`src/rtl/fault_campaign_ctrl_if.sv`:
```
// Handshake and test-vector bundle between the fault campaign controller and the
// comparator-under-test / result consumer.
interface fault_campaign_ctrl_if #(
    parameter int unsigned NG = 128
);
    localparam int unsigned GW = (NG > 1) ? $clog2(NG) : 1;
    localparam int unsigned CW = $clog2(2 * NG + 1);

    logic          start;
    logic          eq_err;
    logic [1:0]    X;
    logic [1:0]    Y;
    logic [NG-1:0] fault_en_bus;
    logic          fault_val;
    logic          busy;
    logic          done;
    logic          res_valid;
    logic          res_ready;
    logic [GW-1:0] res_gid;
    logic          res_fval;
    logic [3:0]    res_mism;
    logic          res_det;
    logic [CW-1:0] det_cnt;

    // master: the controller; slave: the comparator model and result sink.
    modport master (
        input  start,
        input  eq_err,
        input  res_ready,
        output X,
        output Y,
        output fault_en_bus,
        output fault_val,
        output busy,
        output done,
        output res_valid,
        output res_gid,
        output res_fval,
        output res_mism,
        output res_det,
        output det_cnt
    );

    modport slave (
        output start,
        output eq_err,
        output res_ready,
        input  X,
        input  Y,
        input  fault_en_bus,
        input  fault_val,
        input  busy,
        input  done,
        input  res_valid,
        input  res_gid,
        input  res_fval,
        input  res_mism,
        input  res_det,
        input  det_cnt
    );
endinterface

```
`src/rtl/fault_campaign_ctrl.sv`:
```
// Fault-injection campaign sequencer: sweeps every (gate, value) fault over all nine
// mod-3 operand pairs and reports the mismatch count of each fault.
module fault_campaign_ctrl #(
    parameter int unsigned NG = 128
) (
    input logic                  clk,
    input logic                  rst_n,
    fault_campaign_ctrl_if.master bus
);
    localparam int unsigned GW = (NG > 1) ? $clog2(NG) : 1;
    localparam int unsigned CW = $clog2(2 * NG + 1);

    typedef enum logic [1:0] {StIdle, StRun, StReport, StFin} state_e;

    state_e        state_q;
    logic [1:0]    x_q;
    logic [1:0]    y_q;
    logic [NG-1:0] fen_q;
    logic          fval_q;
    logic [GW-1:0] gid_q;
    logic [3:0]    mism_q;
    logic          busy_q;
    logic          done_q;
    logic          rvalid_q;
    logic [GW-1:0] rgid_q;
    logic          rfval_q;
    logic [3:0]    rmism_q;
    logic          rdet_q;
    logic [CW-1:0] det_q;

    logic          golden;
    logic [3:0]    mism_d;
    logic          last_vec;
    logic          last_fault;
    logic [GW-1:0] gid_adv;
    logic [NG-1:0] onehot_adv;

    always_comb begin
        golden     = (x_q != y_q);
        mism_d     = mism_q;
        if ((bus.eq_err != golden) && (mism_q != 4'd9)) begin
            mism_d = mism_q + 4'd1;
        end
        last_vec   = (x_q == 2'd2) && (y_q == 2'd2);
        last_fault = (gid_q == GW'(NG - 1)) && fval_q;
        // Gate of the fault that follows the current one; gid 0 when idle.
        gid_adv    = fval_q ? gid_q + GW'(1) : gid_q;
        onehot_adv = '0;
        for (int unsigned i = 0; i < NG; i++) begin
            if (GW'(i) == gid_adv) begin
                onehot_adv[i] = 1'b1;
            end
        end
    end

    always_ff @(posedge clk or negedge rst_n) begin
        if (!rst_n) begin
            state_q  <= StIdle;
            x_q      <= '0;
            y_q      <= '0;
            fen_q    <= '0;
            fval_q   <= 1'b0;
            gid_q    <= '0;
            mism_q   <= '0;
            busy_q   <= 1'b0;
            done_q   <= 1'b0;
            rvalid_q <= 1'b0;
            rgid_q   <= '0;
            rfval_q  <= 1'b0;
            rmism_q  <= '0;
            rdet_q   <= 1'b0;
            det_q    <= '0;
        end else begin
            unique case (state_q)
                StIdle: begin
                    done_q <= 1'b0;
                    if (bus.start) begin
                        state_q <= StRun;
                        busy_q  <= 1'b1;
                        det_q   <= '0;
                        x_q     <= '0;
                        y_q     <= '0;
                        mism_q  <= '0;
                        fen_q   <= onehot_adv;
                    end
                end
                StRun: begin
                    mism_q <= mism_d;
                    if (last_vec) begin
                        state_q  <= StReport;
                        rvalid_q <= 1'b1;
                        rgid_q   <= gid_q;
                        rfval_q  <= fval_q;
                        rmism_q  <= mism_d;
                        rdet_q   <= (mism_d != 4'd0);
                        fen_q    <= '0;
                        x_q      <= '0;
                        y_q      <= '0;
                    end else if (y_q == 2'd2) begin
                        y_q <= '0;
                        x_q <= x_q + 2'd1;
                    end else begin
                        y_q <= y_q + 2'd1;
                    end
                end
                StReport: begin
                    if (bus.res_ready) begin
                        rvalid_q <= 1'b0;
                        det_q    <= det_q + CW'(rdet_q);
                        mism_q   <= '0;
                        if (last_fault) begin
                            state_q <= StFin;
                            busy_q  <= 1'b0;
                            done_q  <= 1'b1;
                            gid_q   <= '0;
                            fval_q  <= 1'b0;
                        end else begin
                            state_q <= StRun;
                            gid_q   <= gid_adv;
                            fval_q  <= ~fval_q;
                            fen_q   <= onehot_adv;
                        end
                    end
                end
                StFin: begin
                    state_q <= StIdle;
                    done_q  <= 1'b0;
                end
                default: state_q <= StIdle;
            endcase
        end
    end

    assign bus.X            = x_q;
    assign bus.Y            = y_q;
    assign bus.fault_en_bus = fen_q;
    assign bus.fault_val    = fval_q;
    assign bus.busy         = busy_q;
    assign bus.done         = done_q;
    assign bus.res_valid    = rvalid_q;
    assign bus.res_gid      = rgid_q;
    assign bus.res_fval     = rfval_q;
    assign bus.res_mism     = rmism_q;
    assign bus.res_det      = rdet_q;
    assign bus.det_cnt      = det_q;
endmodule

```
`src/flat_wrapper.sv`:
```
// flat-port wrapper written by rule: the top's interface ports become plain ports
module fault_campaign_ctrl_flat 
#(
    parameter int unsigned NG = 128
)
  (clk, rst_n, bus_start, bus_eq_err, bus_res_ready, bus_X, bus_Y, bus_fault_en_bus, bus_fault_val, bus_busy, bus_done, bus_res_valid, bus_res_gid, bus_res_fval, bus_res_mism, bus_res_det, bus_det_cnt);
  fault_campaign_ctrl_if #(.NG(NG)) bus_i ();
  input logic clk;
  input logic rst_n;
  input wire logic [$bits(bus_i.start)-1:0] bus_start;
  input wire logic [$bits(bus_i.eq_err)-1:0] bus_eq_err;
  input wire logic [$bits(bus_i.res_ready)-1:0] bus_res_ready;
  output wire logic [$bits(bus_i.X)-1:0] bus_X;
  output wire logic [$bits(bus_i.Y)-1:0] bus_Y;
  output wire logic [$bits(bus_i.fault_en_bus)-1:0] bus_fault_en_bus;
  output wire logic [$bits(bus_i.fault_val)-1:0] bus_fault_val;
  output wire logic [$bits(bus_i.busy)-1:0] bus_busy;
  output wire logic [$bits(bus_i.done)-1:0] bus_done;
  output wire logic [$bits(bus_i.res_valid)-1:0] bus_res_valid;
  output wire logic [$bits(bus_i.res_gid)-1:0] bus_res_gid;
  output wire logic [$bits(bus_i.res_fval)-1:0] bus_res_fval;
  output wire logic [$bits(bus_i.res_mism)-1:0] bus_res_mism;
  output wire logic [$bits(bus_i.res_det)-1:0] bus_res_det;
  output wire logic [$bits(bus_i.det_cnt)-1:0] bus_det_cnt;
  assign bus_i.start = bus_start;
  assign bus_i.eq_err = bus_eq_err;
  assign bus_i.res_ready = bus_res_ready;
  assign bus_X = bus_i.X;
  assign bus_Y = bus_i.Y;
  assign bus_fault_en_bus = bus_i.fault_en_bus;
  assign bus_fault_val = bus_i.fault_val;
  assign bus_busy = bus_i.busy;
  assign bus_done = bus_i.done;
  assign bus_res_valid = bus_i.res_valid;
  assign bus_res_gid = bus_i.res_gid;
  assign bus_res_fval = bus_i.res_fval;
  assign bus_res_mism = bus_i.res_mism;
  assign bus_res_det = bus_i.res_det;
  assign bus_det_cnt = bus_i.det_cnt;
  fault_campaign_ctrl #(.NG(NG)) u_core (.clk(clk), .rst_n(rst_n), .bus(bus_i));
endmodule
```
`config.mk`:
```
export PLATFORM = sky130hd
export DESIGN_NAME = fault_campaign_ctrl_flat
export DESIGN_NICKNAME = d
export VERILOG_FILES = /design/src/rtl/fault_campaign_ctrl_if.sv /design/src/rtl/fault_campaign_ctrl.sv /design/src/flat_wrapper.sv
export SDC_FILE = /design/constraint.sdc
export NUM_CORES = 1
export LEC_CHECK = 0
export ABC_AREA = 1
export CAP_MARGIN = 20
export CORE_UTILIZATION = 30
export CTS_CLUSTER_DIAMETER = 40
export DETAILED_ROUTE_END_ITERATION = 7
export PLACE_DENSITY_LB_ADDON = 0.2
export SLEW_MARGIN = 10
export SYNTH_ARGS = -nofsm -noshare
export SYNTH_HDL_FRONTEND = slang
export SYNTH_SLANG_ARGS = --single-unit
```
`constraint.sdc`:
```
create_clock -name clk -period 1.9 [get_ports clk]
set_input_delay 0.19 -clock clk [delete_from_list [all_inputs] [get_ports clk]]
set_output_delay 0.19 -clock clk [all_outputs]
set_load 0.005 [all_outputs]
```
Word-level counts from Yosys, hierarchy flattened
Index checks and enable logic that the tools add are counted.
Widths: inputs -> output; s select.
{"block": "totals", "out_inout_bits": 158, "inputBits": 5, "register_bits": 171}
{"block": "op_classes", "bitwise": 1, "mux": 165, "addsub": 5, "eq_ne": 142, "n_reduce_logical": 23}
{"op": "$mux 128", "n": 4}
{"op": "$eq 7x7->1 const A", "n": 64}
{"op": "$pmux 128 s3", "n": 1}
{"op": "$eq 6x7->1 const A", "n": 32}
{"op": "$mux 1", "n": 136}
{"op": "$eq 5x7->1 const A", "n": 16}
{"op": "$eq 4x7->1 const A", "n": 8}
{"op": "$eq 3x7->1 const A", "n": 4}
{"op": "$mux 2", "n": 9}
{"op": "$mux 9", "n": 2}
{"op": "$pmux 9 s2", "n": 1}
{"op": "$reduce_and 3->1", "n": 6}
{"op": "$eq 2x7->1 const A", "n": 2}
{"op": "$mux 7", "n": 2}
{"op": "$mux 4", "n": 3}
{"op": "$pmux 4 s3", "n": 1}
{"op": "$add 9x1->9", "n": 1}
{"op": "$eq 2x2->1 const B", "n": 4}
{"op": "$pmux 2 s2", "n": 2}
{"op": "$pmux 2 s4", "n": 1}
{"op": "$reduce_bool 2->1", "n": 4}
{"op": "$add 7x1->7 const B", "n": 1}
{"op": "$eq 1x7->1 const A", "n": 1}
{"op": "$eq 7x7->1 const B", "n": 1}
{"op": "other kinds (20)", "n": 30}

Depth between registers and ports, before layout
Gate-level depths: netlist of run 1.
{"block": "logic_depth", "depth_word": 7, "depth_mapped": 13, "depth_no_buf": 12}

Least setup slack after synthesis of run 1
OpenSTA, ideal clock, no wires.
{"block": "synth_path", "path_type": "register to register", "startpoint": "register u_core.state_q[0]", "endpoint": "register u_core.fen_q[78] (netlist: u_core.bus.fault_en_bus[78])", "synth_period_minus_slack_ps": 1941, "path_stages_with_launch": 14, "setup_time_ps": 65, "setup_slack_ps": -41, "t_arrival_ps": 1875, "required_ps": 1835, "n_path_buf": 2, "cell_sequence": "dfrtp_1 -> inv_1 -> ha_1 -> clkbuf_1 -> nand2_1 -> nand2_1 -> inv_1 -> nand2_1 -> nor2_1 -> nand2_4 -> nor2_1 -> buf_2 -> nand3_1 -> nand2_1"}
{"block": "synth_via", "elab_chain_cells": 3}
{"element": "start: declaration", "line_no": "fault_campaign_ctrl.sv:15", "text": "state_e state_q;"}
{"element": "start signal: assignment", "line_no": "fault_campaign_ctrl.sv:58", "text": "state_q <= StIdle;"}
{"element": "start signal: assignment", "line_no": "fault_campaign_ctrl.sv:78", "text": "state_q <= StRun;"}
{"element": "start signal: assignment", "line_no": "fault_campaign_ctrl.sv:90", "text": "state_q <= StReport;"}
{"element": "$eq 2x2->1 (tied with other cells)", "line_no": "fault_campaign_ctrl.sv:74", "text": "unique case (state_q)"}
{"element": "$ne 2x2->1 (no line) (tied with other cells)"}
{"element": "$reduce_and 5->1 (no line)"}
{"element": "end signal: assignment", "line_no": "fault_campaign_ctrl.sv:84", "text": "fen_q <= onehot_adv;"}
{"element": "end signal: assignment", "line_no": "fault_campaign_ctrl.sv:121", "text": "fen_q <= onehot_adv;"}
{"element": "end: declaration", "line_no": "fault_campaign_ctrl.sv:18", "text": "logic [NG-1:0] fen_q;"}
Parallel ways exist; a longest one is shown, timed or not.
A chain may end at the register's enable or synchronous reset.

Worst setup path after layout of run 1
{"block": "layout_path", "startpoint": "register u_core.state_q[1]", "endpoint": "register u_core.fen_q[1] (netlist: u_core.bus.fault_en_bus[1])"}
The elaborated chain is that of the path after synthesis.

==> results of run 1 <==
[what timing repair did]
action | 4_1_cts | 5_1_grt
endpoints found under the setup margin | 127 | 131
setup buffers | 3 | 15
cloned | 0 | 15
gates resized for setup | 9 | 83
hold buffers | 1 | 0
hold endpoints to repair | 33 | 0
pin swaps | 3 | 25
[logic make-up (layout without fill, tap and decap cells)]
family,count (synthesis),in the layout,synth area share
AO/OA/AOI/OAI,50,50,0.0377
XOR/XNOR,7,7,0.00818
adder cells (fa/ha/maj),10,10,0.0167
buffers and inverters,96,337,0.0589
flip-flops,171,171,0.571
AND/OR/NAND/NOR,533,534,0.308
[flip-flops by register name (all words and copies together), names as in the netlist]
name / flops
u_core.bus.res_det: 1
u_core.bus.res_valid: 1
u_core.state_q: 2
u_core.bus.res_gid: 7
u_core.bus.done: 1
u_core.bus.fault_en_bus: 128
u_core.gid_q: 7
u_core.bus.res_fval: 1
u_core.bus.fault_val: 1
u_core.bus.det_cnt: 9
u_core.mism_q: 4
u_core.bus.busy: 1
u_core.bus.Y: 2
u_core.bus.res_mism: 4
u_core.bus.X: 2
[power by group through the flow]
stage | combinational [W] | sequential, W | clock (W)
2_1_floorplan | 0.00322 | 0.00437 | 0
3_3_place_gp | 0.00595 | 0.00435 | 0
3_5_place_dp | 0.00599 | 0.00435 | 0
4_1_cts | 0.00613 | 0.00429 | 0.00379
5_1_grt | 0.00865 | 0.00436 | 0.00394
6_report | 0.00801 | 0.00430 | 0.00373
[cell type report]
class,instances,area (sq um)
Multi-Input combinational cell,601,3090
Timing Repair Buffer,255,2810
Clock inverter,13,178
Fill cell,2334,13000
Sequential cell,171,4280
Tap cell,324,405
Clock buffer,19,443
Inverter,50,188
[worst max-delay path: stages (launching register included)]
cell	delay [ns]
dfrtp_1	0.39
inv_2	0.07
buf_4	0.14
ha_4	0.16
nand2_2	0.08
nand2_2	0.09
nor2_4	0.21
buf_12	0.14
nand2_8	0.07
nor2_4	0.17
clkbuf_16	0.21
nand3_1	0.07
nand2_1	0.07
[layout by cell type (no fill, tap or decap), drive strengths merged, types with 2 or more instances in the layout]
cell | synthesis | layout
o31ai | 2 | 2
a32o | 2 | 2
dfrtp | 171 | 171
clkinv | 1 | 4
o22ai | 7 | 7
xor2 | 7 | 7
o21ai | 31 | 31
buf | 33 | 85
a21oi | 5 | 5
nor3b | 2 | 2
nand4 | 7 | 7
nor3 | 7 | 7
nand3 | 125 | 125
nor2 | 32 | 32
inv | 49 | 55
ha | 10 | 10
clkdlybuf4s50 | 0 | 161
bufinv | 0 | 3
clkbuf | 13 | 27
nand2 | 359 | 360
[layer usage]
layer / global-route usage / wire length (microns) / vias up
met4: 0.0576 / 437 / 0
met3: 0.0387 / 1350 / 26
met2: 0.283 / 11700 / 192
li1: - / - / 3237
met1: 0.250 / 11200 / 3293
met5: 0 / 0 / -
[path summary, 6_finish.rpt]
kind	depth (start not counted)	endpoint	from	slack, ns
worst max-delay path	12	u_core.bus.fault_en_bus[1]$_DFFE_PN0P_	u_core.state_q[1]$_DFFE_PN0P_	-0.02
worst min-delay path	2	u_core.bus.fault_en_bus[56]$_DFFE_PN0P_	rst_n	0.24
worst max register to register	12	u_core.bus.fault_en_bus[1]$_DFFE_PN0P_	u_core.state_q[1]$_DFFE_PN0P_	-0.02
worst min register to register	2	u_core.bus.fault_en_bus[47]$_DFFE_PN0P_	u_core.bus.fault_en_bus[47]$_DFFE_PN0P_	0.47
max in group asynchronous	3	u_core.bus.fault_en_bus[90]$_DFFE_PN0P_	rst_n	0.97
min in group clk	2	u_core.bus.fault_en_bus[47]$_DFFE_PN0P_	u_core.bus.fault_en_bus[47]$_DFFE_PN0P_	0.47
[stage by stage]
step                total power [W]  hold WS, ns  setup slack, ns
global placement             0.0103        0.135           -0.149
finish                       0.0160        0.244          -0.0219
global route                 0.0169        0.268           -0.131
CTS                          0.0142        0.236         0.000301
floorplan                   0.00759       -0.106          -0.0155
detailed placement           0.0103        0.132           -0.187
==> results by group, run 1 <==
Run status
  • Outcome: finished with violations
  • Failing checks: setup timing

Synthesis
  • Commonest cells in the synthesized netlist: nand2_1 (354), dfrtp_1 (171), nand3_1 (125)
  • Seq cells post-synth: 171
  • Synthesized net count: 882
  • Avg Cell Area, Syn: 8.65 sq um
  • Top-count cell post-synth: nand2_1
  • Main synth FF type: dfrtp_1
  • Cells taking the most area after synthesis: dfrtp_1 (57%), nand2_1 (18%), nand3_1 (8.3%), inv_1 (2.4%), o21ai_0 (2.0%)
  • Gate Count Post-Synth: 867
  • Post-synth EDFFs: 0
  • Post-synth cell types: 33
  • Synth warn: 0
  • Synth area leader: dfrtp_1
  • Sequential area share after synthesis: 0.571
  • Synthesized area: 7500 sq um
  • Asr flop ratio synth: 1.00
  • Share of the synthesized area in the top cell type: 0.571

Floorplan
  • Die X: 160 microns
  • Row cnt: 57
  • Total Die Area: 25600 sq um
  • Starting Density: 0.307
  • # IOs: 163
  • Die height: 160 microns
  • Core area: 24400 sq um

Routing
  • DR DRC count: 0
  • DR iter-0 viols: 409
  • Detailed Routing Iterations Pass 1: 4
  • DR vias/cell: 4.71
  • Via count: 6748
  • ANT nets after route: 0
  • Routed WL per cell: 17.2 microns
  • Final wirelength: 24700 microns

Timing
  • Setup WS post-layout: -0.0219 ns
  • Achievable frequency: 0.520 GHz
  • RSZ-0062 raised after global routing: yes
  • Skew final: 0.0108 ns
  • Fin. Hold Viols: 0
  • Setup violations, final: 29
  • Setup TNS: -0.308 ns
  • Worst-Margin Slew: 0.412 ns
  • Slew Limit Fails: 0
  • Fin crit share: 1.01
  • Slew HR: 0.724
  • Post-route minimum period: 1.92 ns

Final layout
  • Layout cell share with drive strength beyond 1: 0.188
  • P&R area growth vs syn: 52.1%
  • Final Instance Area: 11400 sq um
  • N_diodes: 0
  • Final core utilization: 0.467
  • Fin nets: 1111
  • Final Non-Filler Cells: 1433

Clocking
  • Worst-path clk slew: 0.07 ns
  • Root buf cell: clkbuf_16
  • Clock buffer depth: 2
  • Clock buffers created by TritonCTS: 17
  • CTS sink cnt: 171
  • CTS H-Tree Depth: 4
  • TritonCTS clock tree: yes
  • Clock latency on the worst-skew pair: 0.42 ns

GRT
  • Initial antenna violation count: 0
  • Total track usage: 0.181
  • Largest net degree at the start of global routing: 74
  • GRT overflow: 0
  • First-pass GRT wire length: 36500 microns
  • Vias in the first global route: 6583

Placement
  • Placed Instances: 1370
  • Placed Area: 9930 sq um
  • Gp weighted congestion: 0.803
  • Post-DP HPWL: 14500 microns
  • Port buffer count: 162

Power
  • Static Leak: 5.54 nW
  • Comb pwr share: 0.499
  • Peak VDD IR: 1110 uV
  • Switching share of power: 0.413
  • Pwr per Cell Area: 1410 nW/um^2
  • Power Internal: 0.00941 W
  • Sw Pwr: 0.00662 W
  • Sequential power share: 0.268
  • Clock network fraction of design power: 0.232

Worst setup path
  • Endpoint type of the worst setup path: flop
  • WP data required: 2.26 ns
  • Crit path arrival time: 2.29 ns
  • CP Max Fanout: 12
  • CP startpoint kind: flop
  • Setup CP Type: flop to flop

Worst hold path
  • Type of the worst min-delay path: input pin to asynchronous set/reset pin

Flow run
  • Max-capacitance violation count: 0
(Power assumes the default switching activity.)
==> inputs of run 2 (changes only) <==
- clock period: 1.9 -> 2.1 ns (I/O delays scaled with it)
==> run 2 against run 1 <==
  * Sequential share of layout area up 3.0 points
  * Clock-buffer cell count unchanged
  * Cell area fell by 7.5%
  * Critical path type unchanged
  * First-iteration DRC count is 19% lower
  * Total power down 22%
  * Global-route usage decreased by 0.060 points
  * Wire length down 5.6%
  * Critical path depth is the same
  * Die area unchanged
  * The run now ends clean
  * Worst setup slack better by 0.13 ns
  * Critical endpoint is now u_core.bus.fault_en_bus[78]$_DFFE_PN0P_
  * Clock power down 12%
  * Core utilization down 3.5 points
==> results by group, run 2 (synthesis results as in run 1) <==
Run status
  • Outcome: complete, no violations (was finished with violations)

GRT
  • Vias in the first global route: 6218 (was 6583)
  • Largest net degree at the start of global routing: 55 (was 74)
  • Initial antenna violation count: 0 (unchanged)
  • First-pass GRT wire length: 35900 microns (was 36500 microns)
  • GRT overflow: 0 (unchanged)
  • Total track usage: 0.181 (about the same)

Placement
  • Post-DP HPWL: 14700 microns (was 14500 microns)
  • Port buffer count: 162 (unchanged)
  • Placed Area: 9750 sq um (was 9930 sq um)
  • Gp weighted congestion: 0.823 (was 0.803)
  • Pre-CTS setup slack: -0.0106 ns (was -0.187 ns)

Clocking
  • Clock latency on the worst-skew pair: 0.44 ns (was 0.42 ns)
  • Worst-path clk slew: 0.07 ns (about the same)
  • Clock buffers created by TritonCTS: 17 (unchanged)
  • CTS H-Tree Depth: 4 (unchanged)
  • Clock buffer depth: 2 (unchanged)
  • CTS sink cnt: 171 (unchanged)
  • TritonCTS clock tree: yes (unchanged)
  • Root buf cell: clkbuf_16 (unchanged)

Final layout
  • Layout cell share with drive strength beyond 1: 0.106 (was 0.188)
  • Most frequent cells in the layout: nand2_1 (353), dfrtp_1 (171), clkdlybuf4s50_1 (161), nand3_1 (125), inv_1 (46) (was nand2_1 (341), dfrtp_1 (170), clkdlybuf4s50_1 (161), nand3_1 (103), buf_4 (48))
  • Commonest non-fill, non-tap cell in the layout: nand2_1 (unchanged)
  • N_diodes: 0 (unchanged)
  • Final Instance Area: 10500 sq um (was 11400 sq um)
  • P&R area growth vs syn: 40.7% (was 52.1%)
  • Final core utilization: 0.432 (was 0.467)
  • Largest register FFs: 128 (unchanged)
  • Fin nets: 1066 (was 1111)

Timing
  • RSZ-0062 raised after global routing: yes (unchanged)
  • Fin. Hold Viols: 0 (unchanged)
  • Slew HR: 0.680 (was 0.724)
  • Setup violations, final: 0 (was 29)
  • Setup WS post-layout: 0.106 ns (was -0.0219 ns)
  • Setup TNS: 0 ns (was -0.308 ns)
  • Slew Limit Fails: 0 (unchanged)
  • Post-route minimum period: 1.99 ns (was 1.92 ns)
  • Achievable frequency: 0.502 GHz (was 0.520 GHz)
  • Worst-Margin Slew: 0.477 ns (was 0.412 ns)
  • Skew final: 0.0114 ns (was 0.0108 ns)
  • Fin crit share: 0.949 (was 1.01)

Power
  • Static Leak: 5.19 nW (was 5.54 nW)
  • Peak VDD IR: 684 uV (was 1110 uV)
  • Pwr per Cell Area: 1190 nW/um^2 (was 1410 nW/um^2)
  • Total power: 0.0125 W (was 0.0160 W)

Worst setup path
  • CP startpoint kind: flop (unchanged)
  • Endpoint type of the worst setup path: flop (unchanged)
  • Reg2Reg Setup Slack: 0.11 ns (was -0.02 ns)
  • Setup CP Type: flop to flop (unchanged)
  • RR Startpoint: u_core.state_q[0]$_DFFE_PN0P_ (was u_core.state_q[1]$_DFFE_PN0P_)
  • WP data required: 2.47 ns (was 2.26 ns)
  • R2R cell count: 12 (unchanged)
  • CP Max Fanout: 8 (was 12)
  • Worst Setup EP: u_core.bus.fault_en_bus[78]$_DFFE_PN0P_ (was u_core.bus.fault_en_bus[1]$_DFFE_PN0P_)
  • Crit. Startpoint: u_core.state_q[0]$_DFFE_PN0P_ (was u_core.state_q[1]$_DFFE_PN0P_)
  • Crit path arrival time: 2.36 ns (was 2.29 ns)
  • Reg2Reg Capture Point: u_core.bus.fault_en_bus[78]$_DFFE_PN0P_ (was u_core.bus.fault_en_bus[1]$_DFFE_PN0P_)

Floorplan
  • Core area: 24400 sq um (unchanged)
  • # IOs: 163 (unchanged)
  • Row cnt: 57 (unchanged)
  • Die X: 160 microns (unchanged)
  • Starting Density: 0.307 (unchanged)
  • Total Die Area: 25600 sq um (unchanged)
  • Die height: 160 microns (unchanged)

Routing
  • DR vias/cell: 4.61 (was 4.71)
  • DR iter-0 viols: 330 (was 409)
  • Via count: 6399 (was 6748)
  • Detailed Routing Iterations Pass 1: 4 (unchanged)
  • Routed WL per cell: 16.8 microns (was 17.2 microns)
  • ANT nets after route: 0 (unchanged)
  • DR DRC count: 0 (unchanged)
  • Final wirelength: 23300 microns (was 24700 microns)

Worst hold path
  • Type of the worst min-delay path: input pin to asynchronous set/reset pin (unchanged)

Flow run
  • Max-capacitance violation count: 0 (unchanged)
run 2: changes by cell type in the layout (fill, tap and decap cells not counted), moves of 7 or more:
cell / before / now
nand2_2: 15 / 5
inv_2: 10 / 3
nand3_2: 21 / 0
buf_6: 14 / 6
nand2_1: 341 / 353
nand3_1: 103 / 125
inv_1: 39 / 46
buf_4: 48 / 25
run 2: how the worst min path moves through the flow:
stage,from,endpoint,slack (ns),depth (start not counted)
finish,rst_n,u_core.bus.fault_en_bus[99]$_DFFE_PN0P_,0.23,2
global route,rst_n,u_core.bus.fault_en_bus[99]$_DFFE_PN0P_,0.24,2
CTS,rst_n,u_core.bus.fault_en_bus[99]$_DFFE_PN0P_,0.22,2
detailed placement,rst_n,u_core.bus.fault_en_bus[99]$_DFFE_PN0P_,0.13,1
global placement,rst_n,u_core.bus.fault_en_bus[105]$_DFFE_PN0P_,0.13,1
floorplan,rst_n,u_core.bus.X[0]$_DFFE_PN0P_,-0.09,0
run 2: routing by layer:
metal | global-route usage | wire, microns | share of wire | vias up
li1 | - | - | - | 3136
met4 | 0.0494 | 233 | 0.010 | 0
met2 | 0.269 | 10400 | 0.45 | 161
met1 | 0.250 | 11000 | 0.47 | 3087
met3 | 0.0595 | 1640 | 0.071 | 15
met5 | 0 | 0 | 0 | -
run 2: where the power goes:
group | switching (W) | leakage (nW) | internal [W]
combinational | 0.00348 | 2.55 | 0.00184
clock | 0.00145 | 0.290 | 0.00182
sequential | 0.000294 | 2.34 | 0.00364
run 2: critical path, stage by stage (launching register included):
cell and delay, ns:
dfrtp_1 0.37, inv_1 0.10, ha_2 0.21, nand2_1 0.09
nand2_1 0.07, inv_1 0.08, nand2_2 0.09, nor2_4 0.18
nand2_4 0.12, nor2_4 0.26, clkbuf_16 0.22, nand3_1 0.07
nand2_1 0.07
run 2: layout make-up:
| type | instances | area (sq um) |
|---|---|---|
| Multi-Input combinational cell | 601 | 2840 |
| Clock inverter | 13 | 158 |
| Timing Repair Buffer | 210 | 2230 |
| Inverter | 50 | 188 |
| Clock buffer | 19 | 443 |
| Sequential cell | 171 | 4280 |
| Fill cell | 2421 | 13800 |
| Tap cell | 324 | 405 |
run 2: stage by stage:
| step | hold slack, ns | std cells |
|---|---|---|
| after floorplan | -0.0856 | 867 |
| after global placement | 0.127 | 1347 |
| after detailed placement | 0.126 | 1347 |
| after CTS | 0.216 | 1380 |
| after global routing | 0.236 | 1388 |
| final | 0.227 | 1388 |
run 2: what timing repair did:
| item | in CTS | in global routing |
|---|---|---|
| setup buffers | 0 | 3 |
| hold buffers | 1 | 0 |
| resized for setup | 1 | 17 |
| endpoints found under the setup margin | 5 | 129 |
| gates cloned | 0 | 5 |
| pin swaps | 0 | 4 |
| hold endpoints to repair | 41 | 0 |
